`src/rtl/cpu_pkg.sv`:
```
// Shared control-word types for the CPU sequencer and its datapath.
// Helper functions compose the common bus-cycle patterns onto a control word.
package cpu_pkg;

    typedef enum logic       {PC_SAME, PC_INC_OUT} pc_next_e;
    typedef enum logic [2:0] {RS_A, RS_8SRC, RS_8DST, RS_Z, RS_W, RS_C, RS_16LO, RS_16HI} reg_sel_e;
    typedef enum logic [1:0] {ROP_NONE, ROP_WRITE_ALU, ROP_WRITE_MEM} reg_op_e;
    typedef enum logic [1:0] {INC_NONE, INC_INC, INC_DEC} inc_op_e;
    typedef enum logic [1:0] {IR_PC, IR_HL, IR_INST16, IR_WZ} inc_reg_e;
    typedef enum logic [2:0] {ALU_COPY_A, ALU_COPY_B, ALU_INST, ALU_ADD_LO, ALU_ADD_HI, ALU_INC_A} alu_op_e;
    typedef enum logic       {SA_REG_A, SA_REG1} alu_sel_a_e;
    typedef enum logic       {SB_REG2, SB_ZERO} alu_sel_b_e;
    typedef enum logic       {FLAG_NONE, FLAG_ALL} alu_flag_set_e;
    typedef enum logic       {MA_INC, MA_HIGH} mem_addr_sel_e;

    typedef struct packed {
        pc_next_e      pc_next;
        logic          inst_load;
        reg_sel_e      reg_read1_sel;
        reg_sel_e      reg_read2_sel;
        reg_sel_e      reg_write_sel;
        reg_op_e       reg_op;
        inc_op_e       inc_op;
        inc_reg_e      inc_reg;
        alu_op_e       alu_op;
        alu_sel_a_e    alu_sel_a;
        alu_sel_b_e    alu_sel_b;
        alu_flag_set_e alu_flag_set;
        logic          mem_enable;
        logic          mem_write;
        mem_addr_sel_e mem_addr_sel;
    } ctrl_t;

    localparam ctrl_t CTRL_DEFAULT = '{
        pc_next: PC_SAME, inst_load: 1'b0, reg_read1_sel: RS_A, reg_read2_sel: RS_A,
        reg_write_sel: RS_A, reg_op: ROP_NONE, inc_op: INC_NONE, inc_reg: IR_PC,
        alu_op: ALU_COPY_A, alu_sel_a: SA_REG_A, alu_sel_b: SB_REG2,
        alu_flag_set: FLAG_NONE, mem_enable: 1'b0, mem_write: 1'b0, mem_addr_sel: MA_INC};

    function automatic ctrl_t f_fetch(input ctrl_t c);
        ctrl_t r = c;
        r.mem_enable = 1'b1;
        r.inc_reg    = IR_PC;
        r.inc_op     = INC_INC;
        r.pc_next    = PC_INC_OUT;
        r.inst_load  = 1'b1;
        return r;
    endfunction

    function automatic ctrl_t f_rd(input ctrl_t c, input inc_reg_e src, input reg_sel_e dst);
        ctrl_t r = c;
        r.mem_enable    = 1'b1;
        r.inc_reg       = src;
        r.reg_op        = ROP_WRITE_MEM;
        r.reg_write_sel = dst;
        return r;
    endfunction

    function automatic ctrl_t f_rdpc(input ctrl_t c, input reg_sel_e dst);
        ctrl_t r = f_rd(c, IR_PC, dst);
        r.inc_op  = INC_INC;
        r.pc_next = PC_INC_OUT;
        return r;
    endfunction

    function automatic ctrl_t f_wr(input ctrl_t c);
        ctrl_t r = c;
        r.mem_enable = 1'b1;
        r.mem_write  = 1'b1;
        return r;
    endfunction

    // Accumulator ALU op; the datapath takes the operation from opcode bits 5:3.
    function automatic ctrl_t f_alu(input ctrl_t c, input logic [2:0] op3, input reg_sel_e rd2);
        ctrl_t r = c;
        r.alu_op        = ALU_INST;
        r.alu_sel_a     = SA_REG_A;
        r.reg_read2_sel = rd2;
        r.alu_flag_set  = FLAG_ALL;
        r.reg_write_sel = RS_A;
        r.reg_op        = (op3 == 3'b111) ? ROP_NONE : ROP_WRITE_ALU;
        return r;
    endfunction

endpackage

```
`src/rtl/cpu_control_if.sv`:
```
// Control bus between the CPU sequencer (master) and the datapath (slave).
interface cpu_control_if;
    import cpu_pkg::*;

    logic [1:0]    t_cycle;
    logic [7:0]    mem_data_in;
    logic          condition;
    pc_next_e      pc_next;
    logic          inst_load;
    reg_sel_e      reg_read1_sel;
    reg_sel_e      reg_read2_sel;
    reg_sel_e      reg_write_sel;
    reg_op_e       reg_op;
    inc_op_e       inc_op;
    inc_reg_e      inc_reg;
    alu_op_e       alu_op;
    alu_sel_a_e    alu_sel_a;
    alu_sel_b_e    alu_sel_b;
    alu_flag_set_e alu_flag_set;
    logic          mem_enable;
    logic          mem_write;
    mem_addr_sel_e mem_addr_sel;

    modport master (
        input  t_cycle, mem_data_in, condition,
        output pc_next, inst_load, reg_read1_sel, reg_read2_sel, reg_write_sel, reg_op,
               inc_op, inc_reg, alu_op, alu_sel_a, alu_sel_b, alu_flag_set,
               mem_enable, mem_write, mem_addr_sel
    );

    modport slave (
        output t_cycle, mem_data_in, condition,
        input  pc_next, inst_load, reg_read1_sel, reg_read2_sel, reg_write_sel, reg_op,
               inc_op, inc_reg, alu_op, alu_sel_a, alu_sel_b, alu_flag_set,
               mem_enable, mem_write, mem_addr_sel
    );

endinterface

```
`src/rtl/cpu_control_decode.sv`:
```
// Combinational decode of {opcode, M-cycle step, condition} into one control word.
// The last step of every instruction is the fetch, so o_last follows inst_load.
module cpu_control_decode
    import cpu_pkg::*;
(
    input  logic [7:0] i_opcode,
    input  logic [1:0] i_step,
    input  logic       i_condition,
    output ctrl_t      o_ctrl,
    output logic       o_last
);

    ctrl_t w_c;
    logic  w_s0;
    logic  w_s1;

    assign w_s0 = (i_step == 2'd0);
    assign w_s1 = (i_step == 2'd1);

    always_comb begin
        w_c = CTRL_DEFAULT;
        casez (i_opcode)
            8'h76: w_c = f_fetch(w_c);
            8'h36: begin
                if (w_s0) w_c = f_rdpc(w_c, RS_Z);
                else if (w_s1) begin
                    w_c = f_wr(w_c);
                    w_c.inc_reg       = IR_HL;
                    w_c.alu_op        = ALU_COPY_B;
                    w_c.reg_read2_sel = RS_Z;
                end else w_c = f_fetch(w_c);
            end
            8'h22, 8'h32: begin
                if (w_s0) begin
                    w_c = f_wr(w_c);
                    w_c.inc_reg = IR_HL;
                    w_c.inc_op  = i_opcode[4] ? INC_DEC : INC_INC;
                end else w_c = f_fetch(w_c);
            end
            8'h2A, 8'h3A: begin
                if (w_s0) begin
                    w_c = f_rd(w_c, IR_HL, RS_A);
                    w_c.inc_op = i_opcode[4] ? INC_DEC : INC_INC;
                end else w_c = f_fetch(w_c);
            end
            8'hE0, 8'hF0, 8'hE2, 8'hF2: begin
                // The (n) forms read the offset first; the (C) forms go straight to the access.
                if (w_s0 && !i_opcode[1]) w_c = f_rdpc(w_c, RS_Z);
                else if ((w_s1 && !i_opcode[1]) || (w_s0 && i_opcode[1])) begin
                    w_c = i_opcode[4] ? f_rd(w_c, IR_PC, RS_A) : f_wr(w_c);
                    w_c.mem_addr_sel  = MA_HIGH;
                    w_c.reg_read2_sel = i_opcode[1] ? RS_C : RS_Z;
                end else w_c = f_fetch(w_c);
            end
            8'hC3, 8'b110??010: begin
                if (w_s0) w_c = f_rdpc(w_c, RS_Z);
                else if (w_s1) w_c = f_rdpc(w_c, RS_W);
                else if (i_step == 2'd2 && (i_opcode[0] || i_condition)) begin
                    w_c.inc_reg = IR_WZ;
                    w_c.pc_next = PC_INC_OUT;
                end else w_c = f_fetch(w_c);
            end
            8'b01110???: begin
                if (w_s0) begin
                    w_c = f_wr(w_c);
                    w_c.inc_reg       = IR_HL;
                    w_c.alu_op        = ALU_COPY_B;
                    w_c.reg_read2_sel = RS_8SRC;
                end else w_c = f_fetch(w_c);
            end
            8'b01???110: w_c = w_s0 ? f_rd(w_c, IR_HL, RS_8DST) : f_fetch(w_c);
            8'b01??????: begin
                w_c = f_fetch(w_c);
                w_c.alu_op        = ALU_COPY_B;
                w_c.reg_read2_sel = RS_8SRC;
                w_c.reg_op        = ROP_WRITE_ALU;
                w_c.reg_write_sel = RS_8DST;
            end
            8'b10???110: w_c = w_s0 ? f_rd(w_c, IR_HL, RS_Z)
                                    : f_alu(f_fetch(w_c), i_opcode[5:3], RS_Z);
            8'b10??????: w_c = f_alu(f_fetch(w_c), i_opcode[5:3], RS_8SRC);
            8'b11???110: w_c = w_s0 ? f_rdpc(w_c, RS_Z)
                                    : f_alu(f_fetch(w_c), i_opcode[5:3], RS_Z);
            8'b00???110: w_c = w_s0 ? f_rdpc(w_c, RS_8DST) : f_fetch(w_c);
            8'b00??0001: begin
                if (w_s0) w_c = f_rdpc(w_c, RS_16LO);
                else if (w_s1) w_c = f_rdpc(w_c, RS_16HI);
                else w_c = f_fetch(w_c);
            end
            8'b00???011: begin
                if (w_s0) begin
                    w_c.inc_reg = IR_INST16;
                    w_c.inc_op  = i_opcode[3] ? INC_DEC : INC_INC;
                end else w_c = f_fetch(w_c);
            end
            default: w_c = f_fetch(w_c);
        endcase
    end

    assign o_ctrl = w_c;
    assign o_last = w_c.inst_load;

endmodule

```
`src/rtl/cpu_control.sv`:
```
// CPU instruction sequencer: latched opcode plus M-cycle step, advanced once per
// M-cycle on the t_cycle 3 edge; outputs are decoded from that state.
module cpu_control
    import cpu_pkg::*;
(
    input  logic          clk,
    input  logic          reset,
    cpu_control_if.master bus
);

    logic [7:0] r_opcode;
    logic [1:0] r_step;
    ctrl_t      w_ctrl;
    logic       w_last;

    cpu_control_decode u_decode (
        .i_opcode    (r_opcode),
        .i_step      (r_step),
        .i_condition (bus.condition),
        .o_ctrl      (w_ctrl),
        .o_last      (w_last)
    );

    always_ff @(posedge clk) begin
        if (reset) begin
            r_opcode <= 8'h00;
            r_step   <= 2'd0;
        end else if (bus.t_cycle == 2'd3) begin
            if (w_last) begin
                r_opcode <= bus.mem_data_in;
                r_step   <= 2'd0;
            end else begin
                r_step   <= r_step + 2'd1;
            end
        end
    end

    assign bus.pc_next       = w_ctrl.pc_next;
    assign bus.inst_load     = w_ctrl.inst_load;
    assign bus.reg_read1_sel = w_ctrl.reg_read1_sel;
    assign bus.reg_read2_sel = w_ctrl.reg_read2_sel;
    assign bus.reg_write_sel = w_ctrl.reg_write_sel;
    assign bus.reg_op        = w_ctrl.reg_op;
    assign bus.inc_op        = w_ctrl.inc_op;
    assign bus.inc_reg       = w_ctrl.inc_reg;
    assign bus.alu_op        = w_ctrl.alu_op;
    assign bus.alu_sel_a     = w_ctrl.alu_sel_a;
    assign bus.alu_sel_b     = w_ctrl.alu_sel_b;
    assign bus.alu_flag_set  = w_ctrl.alu_flag_set;
    assign bus.mem_enable    = w_ctrl.mem_enable;
    assign bus.mem_write     = w_ctrl.mem_write;
    assign bus.mem_addr_sel  = w_ctrl.mem_addr_sel;

endmodule

```
`src/flat_wrapper.sv`:
```
// flat-port wrapper written by rule: the top's interface ports become plain ports
module cpu_control_flat import cpu_pkg::*;
  (clk, reset, bus_t_cycle, bus_mem_data_in, bus_condition, bus_pc_next, bus_inst_load, bus_reg_read1_sel, bus_reg_read2_sel, bus_reg_write_sel, bus_reg_op, bus_inc_op, bus_inc_reg, bus_alu_op, bus_alu_sel_a, bus_alu_sel_b, bus_alu_flag_set, bus_mem_enable, bus_mem_write, bus_mem_addr_sel);
  cpu_control_if bus_i ();
  input  logic clk;
  input  logic reset;
  input wire logic [$bits(bus_i.t_cycle)-1:0] bus_t_cycle;
  input wire logic [$bits(bus_i.mem_data_in)-1:0] bus_mem_data_in;
  input wire logic [$bits(bus_i.condition)-1:0] bus_condition;
  output wire logic [$bits(bus_i.pc_next)-1:0] bus_pc_next;
  output wire logic [$bits(bus_i.inst_load)-1:0] bus_inst_load;
  output wire logic [$bits(bus_i.reg_read1_sel)-1:0] bus_reg_read1_sel;
  output wire logic [$bits(bus_i.reg_read2_sel)-1:0] bus_reg_read2_sel;
  output wire logic [$bits(bus_i.reg_write_sel)-1:0] bus_reg_write_sel;
  output wire logic [$bits(bus_i.reg_op)-1:0] bus_reg_op;
  output wire logic [$bits(bus_i.inc_op)-1:0] bus_inc_op;
  output wire logic [$bits(bus_i.inc_reg)-1:0] bus_inc_reg;
  output wire logic [$bits(bus_i.alu_op)-1:0] bus_alu_op;
  output wire logic [$bits(bus_i.alu_sel_a)-1:0] bus_alu_sel_a;
  output wire logic [$bits(bus_i.alu_sel_b)-1:0] bus_alu_sel_b;
  output wire logic [$bits(bus_i.alu_flag_set)-1:0] bus_alu_flag_set;
  output wire logic [$bits(bus_i.mem_enable)-1:0] bus_mem_enable;
  output wire logic [$bits(bus_i.mem_write)-1:0] bus_mem_write;
  output wire logic [$bits(bus_i.mem_addr_sel)-1:0] bus_mem_addr_sel;
  assign bus_i.t_cycle = bus_t_cycle;
  assign bus_i.mem_data_in = bus_mem_data_in;
  assign bus_i.condition = bus_condition;
  assign bus_pc_next = bus_i.pc_next;
  assign bus_inst_load = bus_i.inst_load;
  assign bus_reg_read1_sel = bus_i.reg_read1_sel;
  assign bus_reg_read2_sel = bus_i.reg_read2_sel;
  assign bus_reg_write_sel = bus_i.reg_write_sel;
  assign bus_reg_op = bus_i.reg_op;
  assign bus_inc_op = bus_i.inc_op;
  assign bus_inc_reg = bus_i.inc_reg;
  assign bus_alu_op = bus_i.alu_op;
  assign bus_alu_sel_a = bus_i.alu_sel_a;
  assign bus_alu_sel_b = bus_i.alu_sel_b;
  assign bus_alu_flag_set = bus_i.alu_flag_set;
  assign bus_mem_enable = bus_i.mem_enable;
  assign bus_mem_write = bus_i.mem_write;
  assign bus_mem_addr_sel = bus_i.mem_addr_sel;
  cpu_control u_core (.clk(clk), .reset(reset), .bus(bus_i));
endmodule
```
`config.mk`:
```
export PLATFORM = sky130hd
export DESIGN_NAME = cpu_control_flat
export DESIGN_NICKNAME = d
export VERILOG_FILES = /design/src/rtl/cpu_pkg.sv /design/src/rtl/cpu_control_if.sv /design/src/rtl/cpu_control_decode.sv /design/src/rtl/cpu_control.sv /design/src/flat_wrapper.sv
export SDC_FILE = /design/constraint.sdc
export NUM_CORES = 1
export LEC_CHECK = 0
export ABC_AREA = 0
export CAP_MARGIN = 20
export CORE_ASPECT_RATIO = 0.75
export CORE_MARGIN = 5
export CORE_UTILIZATION = 30
export DETAILED_ROUTE_END_ITERATION = 8
export GPL_TIMING_DRIVEN = 0
export HOLD_SLACK_MARGIN = 0.05
export SYNTH_ARGS = -nofsm -noshare
export SYNTH_HDL_FRONTEND = slang
export SYNTH_SLANG_ARGS = --single-unit
```
`constraint.sdc`:
```
create_clock -name clk -period 2.6 [get_ports clk]
set_input_delay 0.26 -clock clk [delete_from_list [all_inputs] [get_ports clk]]
set_output_delay 0.26 -clock clk [all_outputs]
set_load 0.005 [all_outputs]
```
* Word-level counts from Yosys, hierarchy flattened
Index checks and enable logic that the tools add are counted.
Word-level totals: flip-flop bits (word level) 10, bits in latches 0, bits in writable memories 0, memory bits (read-only) 0, word-level logic and storage cells 73, memories kept 0
Cells by class: add/sub/neg operators 1, $mul 0, divide/modulo/power cells 0, magnitude comparators 0, equal/unequal tests 25, shift-type cells 0, multiplexer cells 32, bitwise logic cells 0, reduce and logical (&&, ||, !) cells 13
Operators by type and width (count):
- 2-to-1 mux 26 bit | 11
- case mux 26 bit (6 select lines) | 1
- 2-to-1 mux 25 bit | 6
- case mux 26 bit (5 select lines) | 1
- case mux 26 bit (2 select lines) | 1
- equality test 8 x 6 -> 1 bit (second input constant) | 5
- equality test 8 bit (second input constant) | 5
- 2-to-1 mux 15 bit | 1
- 2-to-1 mux 14 bit | 1
- 2-to-1 mux 13 bit | 1
- equality test 5 x 4 -> 1 bit (second input constant) | 2
- equality test 5 bit (second input constant) | 2
- 2-to-1 mux 3 bit | 3
- equality test 8 x 7 -> 1 bit (second input constant) | 1
- 2-to-1 mux 2 bit | 4
- equality test 2 bit (second input constant) | 3
- equality test 6 x 1 -> 1 bit (second input constant) | 1
- equality test 6 bit (second input constant) | 1
- OR reduction 2 bit | 3
- equality test 5 x 2 -> 1 bit (second input constant) | 1
- equality test 5 x 3 -> 1 bit (second input constant) | 1
- equality test 2 x 1 -> 1 bit (second input constant) | 2
- logical AND 1 bit | 4
- 2-to-1 mux 4 bit | 1
- other kinds (8) | 9

* Depth between registers and ports, before layout
Gate-level depths: netlist of the first run.
word-level depth 9, gate-level depth with buffers 9, gate-level depth less buffers 8

* Hierarchy
Synthesis of the first run repeated with hierarchy kept, for this count alone.
Second synthesis, totals: cell total of the unflattened synthesis 166, area total of the unflattened synthesis 1285.0 um^2
Modules (own cells, without submodules):
- cpu_control_decode | instances 1, cells an instance 121, area each 778.2 um^2
- cpu_control | instances 1, cells an instance 45, area each 506.7 um^2

* Worst setup path before layout of the first run
OpenSTA, ideal clock, no wires.
kind register -> output, from register u_core.r_opcode[6], to output port bus_reg_op[1], arrival 2004 ps, required time 2340 ps, path slack 336 ps, stages on the path, launching flop included 8, path buffers 1, cell sequence dfxtp_1 -> buf_6 -> or4b_4 -> or3_4 -> a32o_1 -> a211o_1 -> nand2b_1 -> o221ai_1
On the way: word-level cells in the longest chain between the ends 6, elaborated cells between the ends (all ways) 30
Ends and longest elaborated chain:
- start, declared | line cpu_control.sv:11 | logic [7:0] r_opcode;
- start signal, assigned | line cpu_control.sv:30 | r_opcode <= bus.mem_data_in;
- equality test 6 x 1 -> 1 bit, or another cell as far along | line cpu_control_decode.sv:22 | casez (i_opcode)
- case mux 26 bit (5 select lines) | line cpu_control_decode.sv:22
- case mux 26 bit (2 select lines) | line cpu_control_decode.sv:22
- 2-to-1 mux 26 bit (2 in a row) | line cpu_control_decode.sv:22
- case mux 26 bit (6 select lines) * | line cpu_control_decode.sv:22
- end, declared | line flat_wrapper.sv:15 | output wire logic [$bits(bus_i.reg_op)-1:0] bus_reg_op;
Every way passes the cells marked *; elsewhere a longest branch is shown, timed or not.

* Worst setup path after layout of the first run
from register u_core.r_opcode[0], to output port bus_reg_op[1]
On the way: word-level cells in the longest chain between the ends 6, elaborated cells between the ends (all ways) 27
Ends and longest elaborated chain (line):
- equality test 6 x 1 -> 1 bit, or another cell as far along | cpu_control_decode.sv:22
- case mux 26 bit (5 select lines) | cpu_control_decode.sv:22
- case mux 26 bit (2 select lines) | cpu_control_decode.sv:22
- 2-to-1 mux 26 bit (2 in a row) | cpu_control_decode.sv:22
- case mux 26 bit (6 select lines) * | cpu_control_decode.sv:22
Marks and branches as above.

==> results by group, run 1 <==
Run status
  – Status: finished, violations left
  – Failing checks: negative setup slack

Clock tree
  – Clk sinks: 10
  – Clock latency on the worst-skew pair: 0.25 ns
  – Clk slew on worst S/H paths: 0.06 ns
  – Num CTS Buffers: 3
  – CTS tree: yes
  – Clock root cell: clkbuf_8
  – H-tree levels: 1
  – Clk buf depth: 2

Global route
  – Aggregate global routing overflow: 0
  – Largest net degree at the start of global routing: 11
  – First-pass GRT wire length: 8.694 mm
  – Initial antenna violation count: 0
  – Vias in the first global route: 1,786
  – Total GRT Usage: 0.1617

STA
  – Worst rel slew slack: 0.6427
  – Worst setup margin: -0.1115 ns
  – Clock skew: 0.007550 ns
  – Final worst path period share: 1.043
  – Slew Viols, Final: 0
  – Setup-failing EPs final: 2
  – RSZ-0062 raised after global routing: true
  – Final hold violation count: 0
  – Max Clk Rate: 0.3688 GHz
  – Setup tns final: -0.1340 ns
  – Min Clock Period, post-route: 2.711 ns
  – Least-Margin Pin Slew: 0.5360 ns

Setup path
  – Worst Path Max Fanout: 6
  – CP startpoint: u_core.r_opcode[0]$_SDFFE_PP0P_
  – Critical Path RT: 2.34 ns
  – Type of destination of the critical path: primary output
  – Worst Path Arrival: 2.45 ns
  – Reg-to-reg startpoint: u_core.r_opcode[0]$_SDFFE_PP0P_
  – CP Launch Type: flop
  – Worst setup path category: reg -> out

Route
  – Vias per cell: 5.734
  – DR vias: 1,852
  – Drt pass-1 iters: 6
  – ANT nets after route: 0
  – Total Wirelength: 5.279 mm
  – Starting DRT DRC Count: 254
  – Routed wire per std cell: 16.34 um
  – DRC Markers: 0

Synth
  – Sequential fraction of the synthesis area: 0.1391
  – Commonest cells post-synth: 28 x nand2_1, 12 x nor2_1
  – Post-synth EDFFs: 0
  – Avg Cell Area, Syn: 7.053 sq um
  – Cell with the most instances after synthesis: nand2_1
  – Synth Register Bits: 10
  – Mapped Cells: 204
  – Dominant cell type by area after synthesis: dfxtp_1
  – Dominant synthesized flop cell: dfxtp_1
  – Yosys cell types: 54
  – Post-Syn Area: 1439 sq um
  – Async set-reset flop share out of synthesis: 0
  – Yosys warns: 0
  – Share of the synthesized area in the top cell type: 0.1391
  – Synth area leaders: dfxtp_1 14%, nand2_1 7.3%, buf_4 5.7%, o211ai_1 5.7%, a22oi_1 4.7%

Run
  – Max cap viols: 0

Die
  – I/O pins: 39
  – Core Rows: 21
  – Die height: 69.98 um
  – DIE AREA: 6296 sq um
  – Starting density of the core: 0.3165
  – Core area: 4546 sq um
  – Die X: 89.97 um

Pwr
  – Leak Pwr: 0.0008548 uW
  – Clk pwr share: 0.342
  – Max IR drop VDD: 172.5 uV
  – Total power per unit cell area: 268.4 nW/um^2
  – Switching Share: 0.3057
  – P_sw: 182.6 uW
  – Internal power: 414.6 uW
  – Flop pwr share: 0.292
  – Gate power share: 0.367

Hold path
  – Hold Path Class: reg -> reg
  – Hold_sp: u_core.r_step[0]$_SDFFE_PP0N_

Final layout
  – ANT cells: 0
  – Fin area: 2225 sq um
  – Fin nets: 284
  – Area Growth Syn to Fin: 54.61%
  – Final non-filler cell total: 323
  – Share of cells above drive strength 1: 0.3120

Place
  – Input/output buffers: 31
  – Placer Congestion: 0.8791
  – DP Wirelength: 3.401 mm
  – Place WS: -0.3243 ns
  – Placed instance area: 1839 sq um
  – Post-placement cell count: 297
flip-flops by register name (all words and copies together) (netlist names):
signal           flops
u_core.r_step        2
u_core.r_opcode      8
stage by stage:
| step | hold slack (ns) | total power (uW) | util |
|---|---|---|---|
| 5_1_grt | 0.5894 | 624.1 | 0.4894 |
| 3_5_place_dp | 0.5319 | 348.4 | 0.4046 |
| 2_1_floorplan | 0.4903 | 280.1 | - |
| 4_1_cts | 0.5404 | 572.9 | 0.4575 |
| 6_report | 0.5480 | 597.1 | 0.4894 |
| 3_3_place_gp | 0.5185 | 348.8 | 0.4046 |
final cells by class:
class	instances	area, sq um
Sequential cell	10	207.7
Clock buffer	4	55.05
Timing Repair Buffer	53	459.2
Buffer	22	176.4
Fill cell	429	2321
Multi-Input combinational cell	169	1224
Inverter	8	31.28
Tap cell	57	71.32
final timing paths:
path                                                 endpoint  slack [ns]  cells after the start
worst max-delay path                            bus_reg_op[1]       -0.11                      9
worst min-delay path            u_core.r_step[0]$_SDFFE_PP0N_        0.55                      2
worst max register to register  u_core.r_step[0]$_SDFFE_PP0N_        0.19                     10
worst min register to register  u_core.r_step[0]$_SDFFE_PP0N_        0.55                      2
logic make-up after synthesis:
family / share of synthesized area
other: 0.002606
AO/OA/AOI/OAI: 0.3131
buffers and inverters: 0.1200
adder cells (fa/ha/maj): 0.03478
AND/OR/NAND/NOR: 0.3904
flip-flops: 0.1391
critical path: stages (launching register included):
cell      delay [ns]
dfxtp_2         0.34
buf_6           0.12
buf_6           0.10
or4b_4          0.46
or3_4           0.36
a32o_1          0.26
a211o_1         0.24
nand2b_4        0.14
o221ai_2        0.05
buf_2           0.14
cells in the final DEF, fill, tap and decap left out, types with 2 or more instances in the layout:
cell type	n
a211oi_1	2
buf_2	4
dfxtp_1	4
buf_4	30
inv_1	6
or4_4	2
o211ai_1	11
nand2_1	27
ha_1	3
buf_6	7
nand2b_1	3
a22oi_1	9
o21ai_1	3
clkbuf_8	4
nor2b_1	7
nor2b_2	2
clkdlybuf4s50_1	21
o21ai_0	8
nand3_1	10
a211o_1	2
a21oi_1	7
dlymetal6s2s_1	3
nor3b_1	8
nand2b_4	2
or3_1	2
nand3b_1	5
clkbuf_1	5
dlygate4sd2_1	2
nor2_1	12
conb_1	6
dfxtp_2	6
layer usage:
layer	wire, um	global-route usage
met5	0	0
met4	48	0.01983
met3	397	0.04077
met2	2403	0.2557
met1	2430	0.2272
power by group through the flow:
stage	logic, uW	clock network [uW]	registers [uW]
6_report	219	204	174
5_1_grt	237	212	175
4_1_cts	195	206	172
3_5_place_dp	175	0	173
3_3_place_gp	176	0	173
2_1_floorplan	110	0	170
timing repair:
item                       in CTS  in global routing
resized for setup              44                 28
cloned                          0                  0
setup buffers                  14                  8
pin swaps                       7                 11
hold buffers                    0                  0
setup endpoints to repair      16                 14
Power figures use the tool's default switching activity.
==> run 2: changes to the inputs <==
--- a/config.mk
+++ b/config.mk
@@ -9,10 +9,11 @@
 export CAP_MARGIN = 20
 export CORE_ASPECT_RATIO = 0.75
 export CORE_MARGIN = 5
-export CORE_UTILIZATION = 30
+export CORE_UTILIZATION = 45
 export DETAILED_ROUTE_END_ITERATION = 8
 export GPL_TIMING_DRIVEN = 0
 export HOLD_SLACK_MARGIN = 0.05
+export PLACE_DENSITY = 0.75
 export SYNTH_ARGS = -nofsm -noshare
 export SYNTH_HDL_FRONTEND = slang
 export SYNTH_SLANG_ARGS = --single-unit
==> run 2 against run 1 <==
- utilization increased by 21 points
- clock-buffer cell count unchanged
- clock skew decreased by 0.00065 ns
- largest cell class unchanged
- combinational power decreased by 12%
- the run still ends with negative setup slack left
==> results by group, run 2 (synthesis results as in run 1) <==
Setup path
  – Type of destination of the critical path: primary output
  – CP Launch Type: flop
  – Worst setup path category: reg -> out
  – Most common cell on crit path: buf_6
  – Reg2Reg Setup Slack: 0.23 ns
  – Worst Path Max Fanout: 6
  – Worst Path Arrival: 2.52 ns
  – CP Cell Sequence: buf_6 -> buf_6 -> or4b_4 -> or3_4 -> a32o_1 -> a211o_1 -> nand2b_4 -> o221ai_2 -> buf_2
  – Worst path max stage delay: 0.49 ns
  – Critical Path RT: 2.34 ns
  – Critical-path top delay cell: or4b_4

Run status
  – Failing checks: negative setup slack
  – Status: finished, violations left

Clock tree
  – CTS tree: yes
  – Clk buf depth: 2
  – Num CTS Buffers: 3
  – H-tree levels: 1
  – Clock latency on the worst-skew pair: 0.24 ns
  – Clk sinks: 10
  – Clock root cell: clkbuf_8
  – Clk slew on worst S/H paths: 0.05 ns

Die
  – Core area: 2999 sq um
  – Starting density of the core: 0.4798
  – I/O pins: 39
  – Die height: 58.97 um
  – Core Rows: 17
  – Die X: 75.30 um
  – DIE AREA: 4440 sq um

Route
  – Vias per cell: 5.952
  – Drt pass-1 iters: 4
  – ANT nets after route: 0
  – Total Wirelength: 4.710 mm
  – Starting DRT DRC Count: 194
  – DRC Markers: 0
  – DR vias: 1,744
  – Routed wire per std cell: 16.08 um

Final layout
  – Largest registers: u_core.r_opcode x8, u_core.r_step x2
  – Final non-filler cell total: 293
  – Fin nets: 273
  – Top reg by flops: u_core.r_opcode
  – Number of flip-flops in the largest register: 8
  – Commonest non-fill, non-tap cells in the layout: 27 x nand2_1, 20 x clkdlybuf4s50_1, 19 x buf_4
  – Most common cell after layout, fill and taps aside: nand2_1
  – Share of cells above drive strength 1: 0.2667
  – Area Growth Syn to Fin: 44.87%
  – ANT cells: 0

Global route
  – Total GRT Usage: 0.2075
  – Largest net degree at the start of global routing: 11
  – Aggregate global routing overflow: 0
  – Vias in the first global route: 1,521
  – First-pass GRT wire length: 7.169 mm
  – Initial antenna violation count: 0

Place
  – DP Wirelength: 3.266 mm
  – Input/output buffers: 31
  – Placer Congestion: 0.8827
  – Post-placement cell count: 278
  – Place WS: -0.3119 ns

Pwr
  – Internal power: 397.9 uW
  – Flop pwr share: 0.309
  – P_sw: 171.9 uW
  – Gate power share: 0.339
  – Clk pwr share: 0.352
  – Leak Pwr: 0.0007951 uW
  – Total power per unit cell area: 273.4 nW/um^2
  – Max IR drop VDD: 247.6 uV
  – Switching Share: 0.3017

STA
  – Setup-failing EPs final: 3
  – Min Clock Period, post-route: 2.783 ns
  – Clock skew: 0.006901 ns
  – Max Clk Rate: 0.3594 GHz
  – Worst setup margin: -0.1827 ns
  – Final hold violation count: 0
  – Worst rel slew slack: 0.6500
  – Final worst path period share: 1.070
  – Slew Viols, Final: 0
  – RSZ-0062 raised after global routing: true
  – Least-Margin Pin Slew: 0.5240 ns

Hold path
  – Hold Path Class: reg -> reg

Run
  – Max cap viols: 0
==> run 2: critical path: cells and delay by family, from the launching register on <==
| kind | cells | cell delay [ns] |
|---|---|---|
| flip-flops | 1 | 0.31 |
| AO/OA/AOI/OAI | 3 | 0.60 |
| buffers and inverters | 3 | 0.39 |
| AND/OR/NAND/NOR | 3 | 0.99 |
==> run 2: final timing paths <==
path,startpoint,endpoint,cells after the start
worst max-delay path,u_core.r_opcode[2]$_SDFFE_PP0P_,bus_reg_op[1],9
worst min register to register,u_core.r_step[1]$_SDFFE_PP0N_,u_core.r_step[1]$_SDFFE_PP0N_,2
worst max register to register,u_core.r_step[0]$_SDFFE_PP0N_,u_core.r_step[1]$_SDFFE_PP0N_,10
worst min-delay path,u_core.r_step[1]$_SDFFE_PP0N_,u_core.r_step[1]$_SDFFE_PP0N_,2
==> run 2: final cells by class <==
type	count	area (sq um)
multi-input combinational	169	1195
inverter	8	31.28
timing repair buffer	43	380.4
fill	254	914.6
sequential	10	214.0
clock buffer	4	55.05
buffer	21	161.4
tap	38	47.55
==> run 2: metrics by stage <==
| step | cell area [sq um] | power (uW) | hold slack (ns) | setup TNS [ns] | utilization |
|---|---|---|---|---|---|
| 6_report | 2085 | 569.8 | 0.5546 | -0.3147 | 0.6950 |
| 5_1_grt | 2085 | 594.4 | 0.5716 | -0.5422 | 0.6950 |
| 4_1_cts | 1972 | 549.7 | 0.5374 | -0.2892 | 0.6575 |
| 3_5_place_dp | 1815 | 346.8 | 0.5309 | -1.474 | 0.6053 |
| 3_3_place_gp | 1815 | 346.1 | 0.5235 | -1.416 | 0.6053 |
| 2_1_floorplan | 1458 | 280.1 | 0.4903 | 0 | - |
==> run 2: timing repair <==
| item | CTS | global route |
|---|---|---|
| cloned | 0 | 0 |
| gates resized for setup | 36 | 26 |
| setup endpoints to repair | 14 | 12 |
| pin swaps | 4 | 4 |
| buffers inserted | 7 | 5 |
| hold buffers | 0 | 0 |
==> run 2: per-layer routing <==
layer | vias up | part of all wire | track usage
li1 | 844 | - | -
met1 | 810 | 0.45 | 0.3154
met2 | 82 | 0.44 | 0.2915
met3 | 8 | 0.10 | 0.05254
met4 | 0 | 0.0085 | 0.04239
met5 | - | 0 | 0
==> run 2: power groups by stage <==
stage,Combinational [uW],Clock (uW),Sequential [uW]
after global routing,209,208,177
after global placement,173,0,173
after floorplan,110,0,170
final,193,201,176
after CTS,178,197,175
after detailed placement,174,0,173
==> run 3: changes to the inputs <==
--- a/config.mk
+++ b/config.mk
@@ -11,7 +11,7 @@
 export CORE_MARGIN = 5
 export CORE_UTILIZATION = 45
 export DETAILED_ROUTE_END_ITERATION = 8
-export GPL_TIMING_DRIVEN = 0
+export GPL_TIMING_DRIVEN = 1
 export HOLD_SLACK_MARGIN = 0.05
 export PLACE_DENSITY = 0.75
 export SYNTH_ARGS = -nofsm -noshare
==> run 3 against run 2 <==
- routed wire length down 3.8%
- clock power down 3%
- sequential share of layout area down 0.25 points
- the run now ends clean
- critical endpoint unchanged
- maximum frequency up 7.4%
- critical path depth down 2
- clock skew down 0.0012 ns
- highest routed layer unchanged
- total power down 1.7%
==> results by group, run 3 (synthesis results as in run 1) <==
Run status
  – Status: finished, final reports clean

Global route
  – Vias in the first global route: 1,597
  – Aggregate global routing overflow: 0
  – Largest net degree at the start of global routing: 21
  – First-pass GRT wire length: 7.348 mm
  – Initial antenna violation count: 0
  – Total GRT Usage: 0.2100

Final layout
  – Fin area: 2136 sq um
  – Fin nets: 286
  – Commonest non-fill, non-tap cells in the layout: 43 x buf_4, 28 x nand2_1, 21 x clkdlybuf4s50_1
  – Share of cells above drive strength 1: 0.2836
  – Final non-filler cell total: 306
  – Fill cells: 253
  – Largest registers: u_core.r_opcode x8, u_core.r_step x2
  – ANT cells: 0
  – Most common cell after layout, fill and taps aside: buf_4
  – Area Growth Syn to Fin: 48.43%
  – Top reg by flops: u_core.r_opcode
  – Number of flip-flops in the largest register: 8

Setup path
  – Reg2Reg Setup Slack: 0.21 ns
  – Worst setup path category: reg -> out
  – CP Launch Type: flop
  – Critical Path RT: 2.34 ns
  – Reg2reg end: u_core.r_step[0]$_SDFFE_PP0N_
  – Reg-to-reg startpoint: u_core.r_opcode[0]$_SDFFE_PP0P_
  – Critical-path top delay cell: or4b_4
  – CP Cell Sequence: or4b_4 -> or3_4 -> a32o_1 -> a211o_1 -> nand2b_4 -> o221ai_1 -> buf_2
  – Type of destination of the critical path: primary output
  – Worst Path Arrival: 2.33 ns
  – Path depth of the worst reg2reg path: 8
  – Worst Path Max Fanout: 7
  – Worst path max stage delay: 0.54 ns

Die
  – DIE AREA: 4440 sq um
  – Die X: 75.30 um
  – I/O pins: 39
  – Die height: 58.97 um
  – Core Rows: 17
  – Starting density of the core: 0.4798
  – Core area: 2999 sq um

Clock tree
  – CTS tree: yes
  – Clk buf depth: 2
  – Clk sinks: 10
  – Clock root cell: clkbuf_8
  – Clk slew on worst S/H paths: 0.05 ns
  – Clock latency on the worst-skew pair: 0.24 ns
  – H-tree levels: 1
  – Num CTS Buffers: 3

Route
  – Starting DRT DRC Count: 130
  – Total Wirelength: 4.532 mm
  – Routed wire per std cell: 14.81 um
  – DR vias: 1,779
  – Vias per cell: 5.814
  – DRC Markers: 0
  – Met2 Wirelength: 1.915 mm
  – Drt pass-1 iters: 4
  – Met3 wire len: 460 um
  – Top sig layer: met4
  – ANT nets after route: 0
  – Metal-1 WL: 2.099 mm

Place
  – Input/output buffers: 32
  – Placed instance area: 2026 sq um
  – Post-placement cell count: 301
  – Place WS: -0.1655 ns
  – Placer Congestion: 0.9855
  – DP Wirelength: 3.582 mm

STA
  – Final worst path period share: 0.9968
  – Final hold violation count: 0
  – Max Clk Rate: 0.3858 GHz
  – Worst setup margin: 0.008272 ns
  – Slew Viols, Final: 0
  – Worst rel slew slack: 0.5499
  – Setup-failing EPs final: 0
  – Clock skew: 0.005670 ns
  – Least-Margin Pin Slew: 0.6730 ns
  – Min Clock Period, post-route: 2.592 ns
  – Hold slack: 0.5169 ns
  – RSZ-0062 raised after global routing: true

Hold path
  – Worst hold path stage count: 2
  – Hold Path Class: reg -> reg
  – Hold_sp: u_core.r_step[0]$_SDFFE_PP0N_
  – Hold Path End: u_core.r_step[0]$_SDFFE_PP0N_

Pwr
  – Total power: 559.9 uW
  – Total power per unit cell area: 262.1 nW/um^2
  – Max IR drop VDD: 363.9 uV
  – Leak Pwr: 0.0008804 uW

Run
  – Max cap viols: 0
## run 3: area by class of cell
cell class	count	area (sq um)	share of cell area
Multi-Input combinational cell	169	1126	0.5272
Timing Repair Buffer	77	659.4	0.3087
Sequential cell	10	214.0	0.1002
Clock buffer	4	55.05	0.02578
Tap cell	38	47.55	0.02226
Inverter	8	33.78	0.01582
## run 3: report_power, final
group          internal (uW)  switching [uW]  total [uW]
clock                    133            61.4         195
combinational            105            85.8         191
sequential               162            12.3         175
total                    400             160         560
## run 3: stage by stage
step	util	TNS [ns]
6_report	0.7121	0
5_1_grt	0.7121	-0.1600
4_1_cts	0.6959	0
3_5_place_dp	0.6754	-0.3468
3_3_place_gp	0.6754	-0.2174
2_1_floorplan	-	0
## run 3: worst max-delay path: cells and delay by family (launching register included)
kind	cells	cell delay, ns
and+or+nand+nor	3	1.02
AOI/OAI and AO/OA	3	0.56
DFF	1	0.36
buffers and inverters	1	0.15
## run 3: per-layer routing
layer | global-route usage | vias up
met5 | 0 | -
met4 | 0.04988 | 0
met3 | 0.05424 | 10
met2 | 0.3001 | 91
met1 | 0.3110 | 808
li1 | - | 870
## run 3: repair_timing
item                       in CTS  in global routing
hold buffers                    0                  0
hold endpoints to repair        0                  0
resized for setup              22                 19
setup endpoints to repair      10                 12
pin swaps                       3                  3
buffers inserted                0                  1
## run 3: worst max path at each step
| stage | start | to | slack, ns | cells past startpoint |
|---|---|---|---|---|
| finish | u_core.r_opcode[6]$_SDFFE_PP0P_ | bus_reg_op[1] | 0.008 | 7 |
| global route | u_core.r_step[0]$_SDFFE_PP0N_ | bus_reg_op[0] | -0.08 | 10 |
| CTS | u_core.r_step[0]$_SDFFE_PP0N_ | bus_reg_op[0] | 0.009 | 10 |
| detailed placement | u_core.r_opcode[6]$_SDFFE_PP0P_ | bus_reg_op[1] | -0.17 | 7 |
| global placement | u_core.r_opcode[6]$_SDFFE_PP0P_ | bus_reg_op[1] | -0.09 | 7 |
| floorplan | u_core.r_opcode[6]$_SDFFE_PP0P_ | bus_reg_op[1] | 0.34 | 7 |
